<file path="src/rtl/posit_construction.sv">
// Posit encoder: packs sign/regime/exponent/fraction into a posit word with
// round-to-nearest-even and saturation, as a 2-stage valid/ready pipeline.
module posit_construction #(
    parameter  int posit_width  = 8,
    parameter  int es           = 1,
    localparam int frac_width   = posit_width - es - 3,
    localparam int regime_width = $clog2(posit_width) + 1
) (
    input  logic                    clk,
    input  logic                    reset_n,
    input  logic                    en,
    input  logic                    in_valid,
    output logic                    in_ready,
    input  logic                    sign,
    input  logic [regime_width-1:0] regime,
    input  logic [es-1:0]           exponent,
    input  logic [frac_width-1:0]   fraction,
    input  logic                    guard,
    input  logic                    sticky_in,
    input  logic                    zero,
    input  logic                    nar,
    output logic                    out_valid,
    input  logic                    out_ready,
    output logic [posit_width-1:0]  posit
);

    localparam int buf_width  = posit_width - 1 + es + frac_width + 2;
    localparam int tail_width = es + frac_width + 1;
    localparam logic [posit_width-2:0] body_one = {{(posit_width-2){1'b0}}, 1'b1};
    localparam logic [posit_width-1:0] nar_word = {1'b1, {(posit_width-1){1'b0}}};

    logic                   s1_valid;
    logic [buf_width-1:0]   s1_buf;
    logic                   s1_sign;
    logic                   s1_sticky;
    logic                   s1_zero;
    logic                   s1_nar;
    logic                   s1_sat;

    logic                   s2_valid;
    logic [posit_width-1:0] s2_posit;
    logic                   s2_free;

    int                     k_val;
    int unsigned            reg_len;
    logic [tail_width-1:0]  tail;
    logic [buf_width-1:0]   buf_next;
    logic                   tail_lost;
    logic                   sat_next;

    logic [posit_width-2:0] body;
    logic                   rnd;
    logic                   stk;
    logic [posit_width-1:0] p;
    logic [posit_width-1:0] posit_next;

    assign s2_free   = !s2_valid || out_ready;
    assign in_ready  = en && (!s1_valid || s2_free);
    assign out_valid = s2_valid;
    assign posit     = s2_posit;
    assign tail      = {exponent, fraction, guard};

    // Stage 1: regime string followed by exponent|fraction|guard, MSB-aligned.
    always_comb begin
        k_val     = int'($signed(regime));
        reg_len   = (k_val >= 0) ? unsigned'(k_val + 2) : unsigned'(1 - k_val);
        sat_next  = (k_val >= posit_width - 2);
        buf_next  = '0;
        tail_lost = 1'b0;
        for (int unsigned j = 0; j < buf_width; j++) begin
            if (j + 1 < reg_len)
                buf_next[buf_width-1-j] = (k_val >= 0);
            else if (j + 1 == reg_len)
                buf_next[buf_width-1-j] = (k_val < 0);
            else if (j - reg_len < tail_width)
                buf_next[buf_width-1-j] = tail[tail_width-1-(j-reg_len)];
        end
        // Tail bits pushed past the buffer by long regimes still count as sticky.
        for (int unsigned t = 0; t < tail_width; t++) begin
            if (t + reg_len >= buf_width)
                tail_lost = tail_lost | tail[tail_width-1-t];
        end
    end

    always_ff @(posedge clk or negedge reset_n) begin
        if (!reset_n) begin
            s1_valid  <= 1'b0;
            s1_buf    <= '0;
            s1_sign   <= 1'b0;
            s1_sticky <= 1'b0;
            s1_zero   <= 1'b0;
            s1_nar    <= 1'b0;
            s1_sat    <= 1'b0;
        end else if (in_ready) begin
            s1_valid <= in_valid;
            if (in_valid) begin
                s1_buf    <= buf_next;
                s1_sign   <= sign;
                s1_sticky <= sticky_in | tail_lost;
                s1_zero   <= zero;
                s1_nar    <= nar;
                s1_sat    <= sat_next;
            end
        end
    end

    // Stage 2: round to nearest even, saturate to maxpos/minpos, apply sign.
    always_comb begin
        body = s1_buf[buf_width-1 -: posit_width-1];
        rnd  = s1_buf[buf_width-posit_width];
        stk  = (|s1_buf[buf_width-posit_width-1:0]) | s1_sticky;
        if (rnd && (body[0] || stk) && (body != '1))
            body = body + body_one;
        if (s1_sat)
            body = '1;
        if (body == '0)
            body = body_one;
        p = {1'b0, body};
        if (s1_nar)
            posit_next = nar_word;
        else if (s1_zero)
            posit_next = '0;
        else if (s1_sign)
            posit_next = -p;
        else
            posit_next = p;
    end

    always_ff @(posedge clk or negedge reset_n) begin
        if (!reset_n) begin
            s2_valid <= 1'b0;
            s2_posit <= '0;
        end else if (en && s2_free) begin
            s2_valid <= s1_valid;
            if (s1_valid)
                s2_posit <= posit_next;
        end
    end

endmodule

</file>
<file path="config.mk">
export PLATFORM = sky130hd
export DESIGN_NAME = posit_construction
export DESIGN_NICKNAME = d
export VERILOG_FILES = /design/src/rtl/posit_construction.sv
export SDC_FILE = /design/constraint.sdc
export NUM_CORES = 1
export LEC_CHECK = 0
export CAP_MARGIN = 30
export CORE_ASPECT_RATIO = 0.7
export CORE_MARGIN = 3
export CORE_UTILIZATION = 60
export DETAILED_ROUTE_END_ITERATION = 8
export PLACE_DENSITY = 0.79
export SETUP_SLACK_MARGIN = 0.15
export SYNTH_ARGS = -nofsm -noshare
export SYNTH_HDL_FRONTEND = slang
export SYNTH_SLANG_ARGS = --single-unit
</file>
<file path="constraint.sdc">
create_clock -name clk -period 7.35 [get_ports clk]
set_input_delay 1.47 -clock clk [delete_from_list [all_inputs] [get_ports clk]]
set_output_delay 1.47 -clock clk [all_outputs]
set_load 0.05 [all_outputs]
</file>
==> results of run 1 <==
path summary, 6_finish.rpt:
path	slack [ns]	startpoint	cells past startpoint	endpoint
min in group asynchronous	1.60	reset_n	2	s1_sat$_DFFE_PN0P_
worst max-delay path	1.40	regime[1]	16	s1_buf[13]$_DFFE_PN0P_
worst min-delay path	0.47	posit[1]$_DFFE_PN0P_	2	posit[1]$_DFFE_PN0P_
worst max register to register	3.86	s1_buf[2]$_DFFE_PN0P_	9	posit[4]$_DFFE_PN0P_
max in group asynchronous	5.44	reset_n	2	s1_buf[11]$_DFFE_PN0P_
worst min register to register	0.47	posit[1]$_DFFE_PN0P_	2	posit[1]$_DFFE_PN0P_
sequential cells by signal, indices dropped and copies added (netlist names):
register and count:
s1_sat 1, out_valid 1, s1_nar 1, s1_sign 1, s1_buf 14, s1_sticky 1
s1_zero 1, posit 8, s1_valid 1
per-layer routing:
layer	up-vias	wire length, um	global-route usage, %
met5	-	0	0
met4	0	417	9.547
met3	51	1698	6.746
met2	298	7664	51.54
met1	2863	7548	40.93
li1	2850	-	-
report_power, final:
part	total, W	internal, W	switching, W
registers	0.000243	0.000195	0.0000474
logic	0.000565	0.000214	0.000351
clock network	0.000205	0.000124	0.0000810
cell usage in the layout, fill, tap and decap left out, types with 7 or more instances in the layout:
cell type / n
a21o_1: 7
a21oi_1: 36
a31oi_1: 14
and2_1: 7
buf_4: 9
clkdlybuf4s50_1: 28
conb_1: 134
dfrtp_1: 29
ha_1: 155
inv_1: 34
mux2i_1: 9
nand2_1: 90
nand2b_1: 14
nand3_1: 27
nand4_1: 20
nor2_1: 40
nor2b_1: 9
nor3_1: 12
nor4_1: 7
nor4b_1: 15
o21ai_0: 34
xnor2_1: 9
logic make-up after synthesis:
group / count (synthesis)
AO/OA/AOI/OAI: 159
XOR/XNOR: 16
adder cells (fa/ha/maj): 155
buffers and inverters: 82
flip-flops: 29
multiplexers: 19
other: 2
AND/OR/NAND/NOR: 277
cell usage after synthesis (all sizes together), types with 3 or more instances:
master	n
clkbuf	38
xnor2	10
or4	4
o21ai	34
nor2b	9
a31oi	14
xor2	6
a32o	3
and3	5
nor4bb	4
o211ai	6
inv	34
nand3b	4
nor3	12
nor4b	15
nand2	90
nor3b	3
nor2	40
a22oi	4
ha	155
a2111oi	5
a211oi	5
nor4	7
mux2i	9
nand2b	14
a22o	5
buf	8
a21o	7
mux2	5
dfrtp	29
a21oi	37
a32oi	6
o22ai	3
o311ai	4
a311oi	5
nand4	20
and2	7
nand3	27
o31ai	3
or3	4
nand4b	6
mux4	5
metrics by stage:
| stage | cell area, um2 | cells | hold WS (ns) | utilization (%) |
|---|---|---|---|---|
| global route | 6912 | 994 | 0.5040 | 73.83 |
| CTS | 6912 | 994 | 0.4693 | 73.83 |
| detailed placement | 6773 | 986 | 0.4564 | 72.35 |
| finish | 6912 | 994 | 0.4652 | 73.83 |
| floorplan | 6445 | 871 | 0.4414 | - |
| global placement | 6773 | 986 | 0.4540 | 72.35 |
area by class of cell:
cell class | count | area [um2]
multi-input cells | 760 | 5409
flip-flops and latches | 29 | 725.7
fillers | 734 | 2450
well taps | 124 | 155.1
inverters | 36 | 135.1
clock inverters | 2 | 10.01
clock buffers | 6 | 128.9
repair buffers | 37 | 347.8
critical path: cells and delay by family:
kind | cells | cell delay (ns)
AO/OA/AOI/OAI | 3 | 0.68
AND/OR/NAND/NOR | 5 | 0.89
adder cells (fa/ha/maj) | 4 | 1.68
buffers and inverters | 4 | 1.41
==> reports/results.txt, run 1 <==
outcome -> completed
grt total ovfl -> 0
Total Routing Usage GR -> 30.96%
Max-Slew Margin vs Limit -> 35.41%
clk buf depth -> 2
clk_skew -> 0.005597 ns
Post-synth EDFFs -> 0
initial antenna violation count -> 0
WL per Instance -> 17.43 um
pwr dens -> 146.6 nW/um2
main area contributors after synthesis -> ha_1, dfrtp_1, nand2_1
CP Data Required Time -> 7.53 ns
fin. max-slew vios -> 0
PortBufs -> 28
CP max-delay cell -> clkdlybuf4s50_1
critical path class -> input port to flop
Setup crit end kind -> flop
total core area -> 9361 um2
Tot Pwr -> 0.001013 W
worst slew pin tran -> 0.9661 ns
final-report hold violation count -> 0
# rows -> 29
die height -> 89.32 um
Fmax achieved -> 0.1679 GHz
Final min period -> 5.955 ns
post_cts resized -> 0
Starting Density -> 63.55%
final worst slack -> 1.395 ns
Die ar. -> 11,170 um2
Crit path top cell by count -> ha_1
Max stage delay on crit path -> 0.70 ns
Mapped Cells -> 739
depth of the CTS H-tree -> 2
fin nets -> 1,043
post-synthesis mux area share -> 4.353%
crit-path cells -> clkdlybuf4s50_1 > inv_1 > ha_1 > inv_1 > ha_1 > nand2_1 > inv_1 > ha_1 > nand2_1 > ha_1 > or4_1 > nor2_1 > nand4_1 > a2111oi_0 > o22ai_1 > o21ai_0
setup violators final -> 0
HPWL after DPL -> 13,380 um
Yosys reg bits -> 29
DR DRC count -> 0
Vias/cell -> 6.099
CTS Hold Buffers Added -> 0
post-synth top area share -> 32.60%
sequential area share after synthesis -> 12.20%
vias in the first global route -> 5,775
Post-CTS Setup Inserts -> 0
Starting DRT DRC Count -> 622
Die W -> 125.0 um
Top Ports -> 29
RePlAce Congestion -> 0.9639
# diodes -> 0
Yosys warnings -> 0
unrepaired setup endpoints after global routing -> false
Post-Synth Simple-Gate Area -> 24.67%
largest net degree at the start of global routing -> 30
first-pass GRT wire length -> 27,960 um
post-synthesis xor/xnor area fraction -> 2.608%
WL final -> 17,330 um
Synth Cell Area -> 5949 um2
Period Utilization, post-route -> 81.02%
complex-gate fraction of the synthesized area -> 18.23%
post-synthesis adder-cell area fraction -> 32.60%
top_reg_cell synth -> dfrtp_1
synthesized area per cell -> 8.051 um2
Leakage -> 3.215 nW
async set-reset flop share out of synthesis -> 100.0%
first drt pass iteration count -> 5
Netlist cell types -> 69
worst hold path class -> flop to flop
Clock transition at path regs -> 0.06 ns
combinational family with the most area after synthesis -> adder cells
DRT antenna net count -> 0
P&R area growth vs syn -> 16.17%
CTS sink cnt -> 29
TritonCTS Buffers -> 5
final setup TNS -> 0 ns
largest area contributor in the netlist -> ha_1
Critical Path Fanout Max -> 20
Max-Cap Viols -> 0
root buffer selected by CTS -> clkbuf_16
share of post-route cells with drive strength above 1 -> 4.368%
DP Worst Slack -> 1.181 ns
CTS tree -> done
Data arrival, critical path -> 6.14 ns
Worst-Skew Late Latency -> 0.28 ns
VDD IR max -> 0.0001229 V
crit path launch type -> input port
vias post-DR -> 6,062
(Power assumes the default switching activity.)
==> run 2, diff against run 1 <==
clock period = 6.1 ns   (was 7.35 ns; I/O delays follow)
==> run 2 against run 1 <==
Against the previous run:
- via count fell by 0.45%
- critical path depth stayed put
- clock-buffer cell count is 1 higher
- non-clock buffer count is 8 higher
- utilization is 0.68 points higher
- sequential cell count unchanged
- combinational power grew 22%
- setup slack got worse by 0.54 ns
- clock skew rose by 0.0017 ns
- sequential power rose by 19%
- final cell count is 0.70% higher
- design area rose by 0.92%
- critical path type unchanged
- critical endpoint is now s1_buf[4]$_DFFE_PN0P_
- highest routed layer unchanged
==> reports/results.txt, run 2 (synthesis results as in run 1) <==
outcome -> completed
setup violators final -> 0
Fmax achieved -> 0.1908 GHz
critical path class -> input port to flop
Top Ports -> 29
total core area -> 9361 um2
Setup crit end kind -> flop
WL final -> 17,530 um
DP Worst Slack -> 0.6742 ns
Starting Density -> 63.55%
depth of the CTS H-tree -> 2
fin. max-slew vios -> 0
placed inst area -> 6833 um2
worst hold path class -> flop to flop
initial antenna violation count -> 0
Period Utilization, post-route -> 85.92%
DR DRC count -> 0
Worst Hold Launch -> posit[1]$_DFFE_PN0P_
RePlAce Congestion -> 0.9639
Leakage -> 3.254 nW
# diodes -> 0
Fill cells -> 728
vias post-DR -> 6,035
pwr dens -> 176.4 nW/um2
CTS Hold Buffers Added -> 0
Total Routing Usage GR -> 31.14%
clk_skew -> 0.007345 ns
post_cts resized -> 0
Die ar. -> 11,170 um2
WL per Instance -> 17.51 um
HPWL after DPL -> 13,630 um
final worst slack -> 0.8590 ns
Biggest register -> s1_buf
crit path launch type -> input port
vias in the first global route -> 5,833
grt total ovfl -> 0
Vias/cell -> 6.029
commonest non-fill, non-tap cells in the layout -> ha_1, conb_1, nand2_1
# rows -> 29
CTS tree -> done
first drt pass iteration count -> 6
Critical Path Fanout Max -> 18
cell area after layout -> 6975 um2
unrepaired setup endpoints after global routing -> false
WHS -> 0.4746 ns
reg-to-reg startpoint -> s1_buf[7]$_DFFE_PN0P_
final setup TNS -> 0 ns
Clock transition at path regs -> 0.06 ns
CTS sink cnt -> 29
Die W -> 125.0 um
VDD IR max -> 0.0001293 V
final-report hold violation count -> 0
TritonCTS Buffers -> 5
largest net degree at the start of global routing -> 32
first-pass GRT wire length -> 28,160 um
CP Data Required Time -> 6.30 ns
Post-CTS Setup Inserts -> 0
worst slew pin tran -> 0.6886 ns
PortBufs -> 28
most common cell after layout, fill and taps aside -> ha_1
Data arrival, critical path -> 5.44 ns
fin nets -> 1,051
Final min period -> 5.241 ns
crit path launch -> regime[1]
Starting DRT DRC Count -> 690
die height -> 89.32 um
DRT antenna net count -> 0
Max-Cap Viols -> 0
Max-Slew Margin vs Limit -> 54.09%
max reg flops -> 14
P&R area growth vs syn -> 17.25%
root buffer selected by CTS -> clkbuf_16
share of post-route cells with drive strength above 1 -> 5.131%
Worst-Skew Late Latency -> 0.28 ns
clk buf depth -> 2
run 2: power breakdown:
part,total [W],switching [W],leakage (nW),internal (W)
clock,0.000252,0.0000918,0.0700,0.000160
sequential,0.000288,0.0000527,0.358,0.000235
combinational,0.000690,0.000428,2.83,0.000263
total,0.00123,0.000572,3.25,0.000658
run 2: area by class of cell:
type | instances | area, um2 | area share, %
clock buffer | 7 | 142.6 | 2.045
inverter | 36 | 135.1 | 1.937
multi-input combinational | 760 | 5409 | 77.54
tap | 124 | 155.1 | 2.224
sequential | 29 | 725.7 | 10.40
timing repair buffer | 45 | 407.9 | 5.848
run 2: worst paths after layout:
kind / endpoint / slack [ns] / cells after the start
worst max-delay path: s1_buf[4]$_DFFE_PN0P_ / 0.86 / 16
worst max register to register: posit[4]$_DFFE_PN0P_ / 2.64 / 9
min in group asynchronous: s1_buf[7]$_DFFE_PN0P_ / 1.35 / 2
max in group asynchronous: s1_valid$_DFFE_PN0P_ / 4.45 / 2
worst min register to register: posit[1]$_DFFE_PN0P_ / 0.47 / 2
worst min-delay path: posit[1]$_DFFE_PN0P_ / 0.47 / 2
run 2: per-layer routing:
metal  share of wire, %  vias to the layer above  global-route usage [%]
met4                2.4                        0                   9.646
met2                 42                      331                   50.66
met1                 45                     2782                   41.42
li1                   -                     2868                       -
met5                  0                        -                       0
met3                 11                       54                   7.761
run 2: critical path, cell delays in order:
cell             delay [ns]
clkdlybuf4s50_1        0.61
inv_1                  0.21
ha_1                   0.39
mux2i_1                0.16
buf_4                  0.24
inv_1                  0.31
ha_1                   0.45
buf_4                  0.25
a21o_1                 0.25
inv_1                  0.09
ha_1                   0.19
nor4b_1                0.46
nand4_1                0.15
nor4_1                 0.20
a21oi_1                0.10
o21ai_0                0.15
run 2: per-stage QoR:
| stage | std cells | util (%) | power [W] |
|---|---|---|---|
| final | 1001 | 74.51 | 0.001230 |
| after global routing | 1001 | 74.51 | 0.001308 |
| after CTS | 1001 | 74.51 | 0.001203 |
| after detailed placement | 994 | 72.99 | 0.0009525 |
| after global placement | 994 | 72.99 | 0.0009258 |
| after floorplan | 871 | - | 0.0007507 |
==> run 3, diff against run 2 <==
CELL_PAD_IN_SITES_DETAIL_PLACEMENT = 1   (was unset)
CELL_PAD_IN_SITES_GLOBAL_PLACEMENT = 1   (was unset)
CORE_UTILIZATION = 48   (was 60)
PLACE_DENSITY = unset   (was 0.79)
PLACE_DENSITY_LB_ADDON = 0.1   (was unset)
clock period = 5.47 ns   (was 6.1 ns; I/O delays follow)
==> run 3 against run 2 <==
Against the previous run:
- sequential power rose by 13%
- critical path depth is 1 lower
- die area is 23% higher
- clock power grew 12%
- via count is 2.9% higher
- first-iteration DRC count shrank 38%
- global-route usage fell by 0.95 points
- clock skew down 0.00076 ns
- non-clock buffer count increased by 5
- power grew 14%
- highest routed layer unchanged
- setup slack got worse by 0.53 ns
==> reports/results.txt, run 3 (synthesis results as in run 1) <==
CTS Hold Buffers Added -> 0
worst hold path class -> flop to flop
Data arrival, critical path -> 5.32 ns
worst slew pin tran -> 0.9080 ns
Starting Density -> 50.03%
initial antenna violation count -> 0
# diodes -> 0
TritonCTS Buffers -> 5
Top Ports -> 29
Multi-input gate area -> 5424 um2
WL final -> 20,860 um
commonest non-fill, non-tap cells in the layout -> ha_1, conb_1, nand2_1
CTS sink cnt -> 29
Biggest register -> s1_buf
crit path launch type -> input port
Total Routing Usage GR -> 30.19%
Final min period -> 5.141 ns
Period Utilization, post-route -> 93.98%
buffers plus inverters on the worst setup path -> 3
final worst slack -> 0.3292 ns
crit-path cells -> clkdlybuf4s50_1 > inv_1 > ha_1 > mux2i_2 > buf_4 > ha_1 > ha_1 > nand2_1 > ha_1 > or4_1 > nor2_1 > nand4_1 > a2111oi_2 > o22ai_1 > o21ai_0
post_cts resized -> 0
placed inst area -> 6915 um2
outcome -> completed
Starting DRT DRC Count -> 427
share of post-route cells with drive strength above 1 -> 6.236%
WHS -> 0.4681 ns
Leakage -> 3.268 nW
CP max-delay cell -> clkdlybuf4s50_1
fin. max-slew vios -> 0
die height -> 99.15 um
Setup crit end kind -> flop
root buffer selected by CTS -> clkbuf_16
Fill cells -> 1,552
setup violators final -> 0
RePlAce Congestion -> 0.8852
clk buf depth -> 2
Top Family by Delay on Critical Path -> adder cells
HPWL after DPL -> 16,330 um
depth of the CTS H-tree -> 2
DP Worst Slack -> 0.05669 ns
# rows -> 33
DR DRC count -> 0
PortBufs -> 28
Die ar. -> 13,790 um2
max reg flops -> 14
unrepaired setup endpoints after global routing -> true
final setup TNS -> 0 ns
Vias/cell -> 5.976
fin nets -> 1,056
VDD IR max -> 0.0002381 V
Die W -> 139.1 um
Fmax achieved -> 0.1945 GHz
total core area -> 11,890 um2
CTS tree -> done
Tot Pwr -> 0.001404 W
Max stage delay on crit path -> 0.55 ns
final-report hold violation count -> 0
Clock transition at path regs -> 0.05 ns
Max-Slew Margin vs Limit -> 39.46%
most common cell after layout, fill and taps aside -> ha_1
vias post-DR -> 6,209
Post-CTS Setup Inserts -> 0
Reg area -> 725.7 um2
Crit path top cell by count -> ha_1
vias in the first global route -> 6,481
DRT antenna net count -> 0
cell area after layout -> 7073 um2
pwr dens -> 198.5 nW/um2
Critical Path Fanout Max -> 17
r2r setup slk -> 1.98 ns
P&R area growth vs syn -> 18.89%
Worst-Skew Late Latency -> 0.28 ns
CP Data Required Time -> 5.65 ns
first drt pass iteration count -> 5
critical path class -> input port to flop
clk_skew -> 0.006580 ns
largest net degree at the start of global routing -> 32
WL per Instance -> 20.07 um
first-pass GRT wire length -> 33,710 um
grt total ovfl -> 0
Max-Cap Viols -> 0
-- run 3: area by class of cell --
cell class / instances / area share, %
clock buffer: 7 / 2.017
inverter: 36 / 1.964
multi-input combinational: 760 / 76.68
sequential: 29 / 10.26
tap: 157 / 2.777
timing repair buffer: 50 / 6.298
-- run 3: worst paths after layout --
| path | startpoint | endpoint | cells past startpoint |
|---|---|---|---|
| worst max-delay path | regime[1] | s1_buf[13]$_DFFE_PN0P_ | 15 |
| min in group asynchronous | reset_n | posit[5]$_DFFE_PN0P_ | 2 |
| max in group asynchronous | reset_n | out_valid$_DFFE_PN0P_ | 2 |
| worst min register to register | posit[1]$_DFFE_PN0P_ | posit[1]$_DFFE_PN0P_ | 2 |
| worst min-delay path | posit[1]$_DFFE_PN0P_ | posit[1]$_DFFE_PN0P_ | 2 |
| worst max register to register | s1_buf[7]$_DFFE_PN0P_ | posit[4]$_DFFE_PN0P_ | 9 |
-- run 3: per-layer routing --
layer / routed length [um] / vias up / global-route usage (%)
met5: 0 / - / 0
met4: 385 / 0 / 7.820
met3: 1250 / 44 / 4.853
met2: 9718 / 190 / 51.21
met1: 9500 / 3096 / 40.44
li1: - / 2879 / -
-- run 3: tightest hold or removal path: cells and delay by family, from the launching register on --
family        cells  cell delay, ns
flops             1            0.34
simple gates      2            0.10
-- run 3: power breakdown --
group | switching (W) | leakage, nW | internal (W) | total, W
clock | 0.000103 | 0.0700 | 0.000179 | 0.000282
sequential | 0.0000617 | 0.358 | 0.000263 | 0.000324
combinational | 0.000500 | 2.84 | 0.000298 | 0.000798
total | 0.000664 | 3.27 | 0.000739 | 0.00140
-- run 3: through the flow --
stage | cells | util, %
2_1_floorplan | 871 | -
3_3_place_gp | 1032 | 58.15
3_5_place_dp | 1032 | 58.15
4_1_cts | 1039 | 59.35
5_1_grt | 1039 | 59.48
6_report | 1039 | 59.48
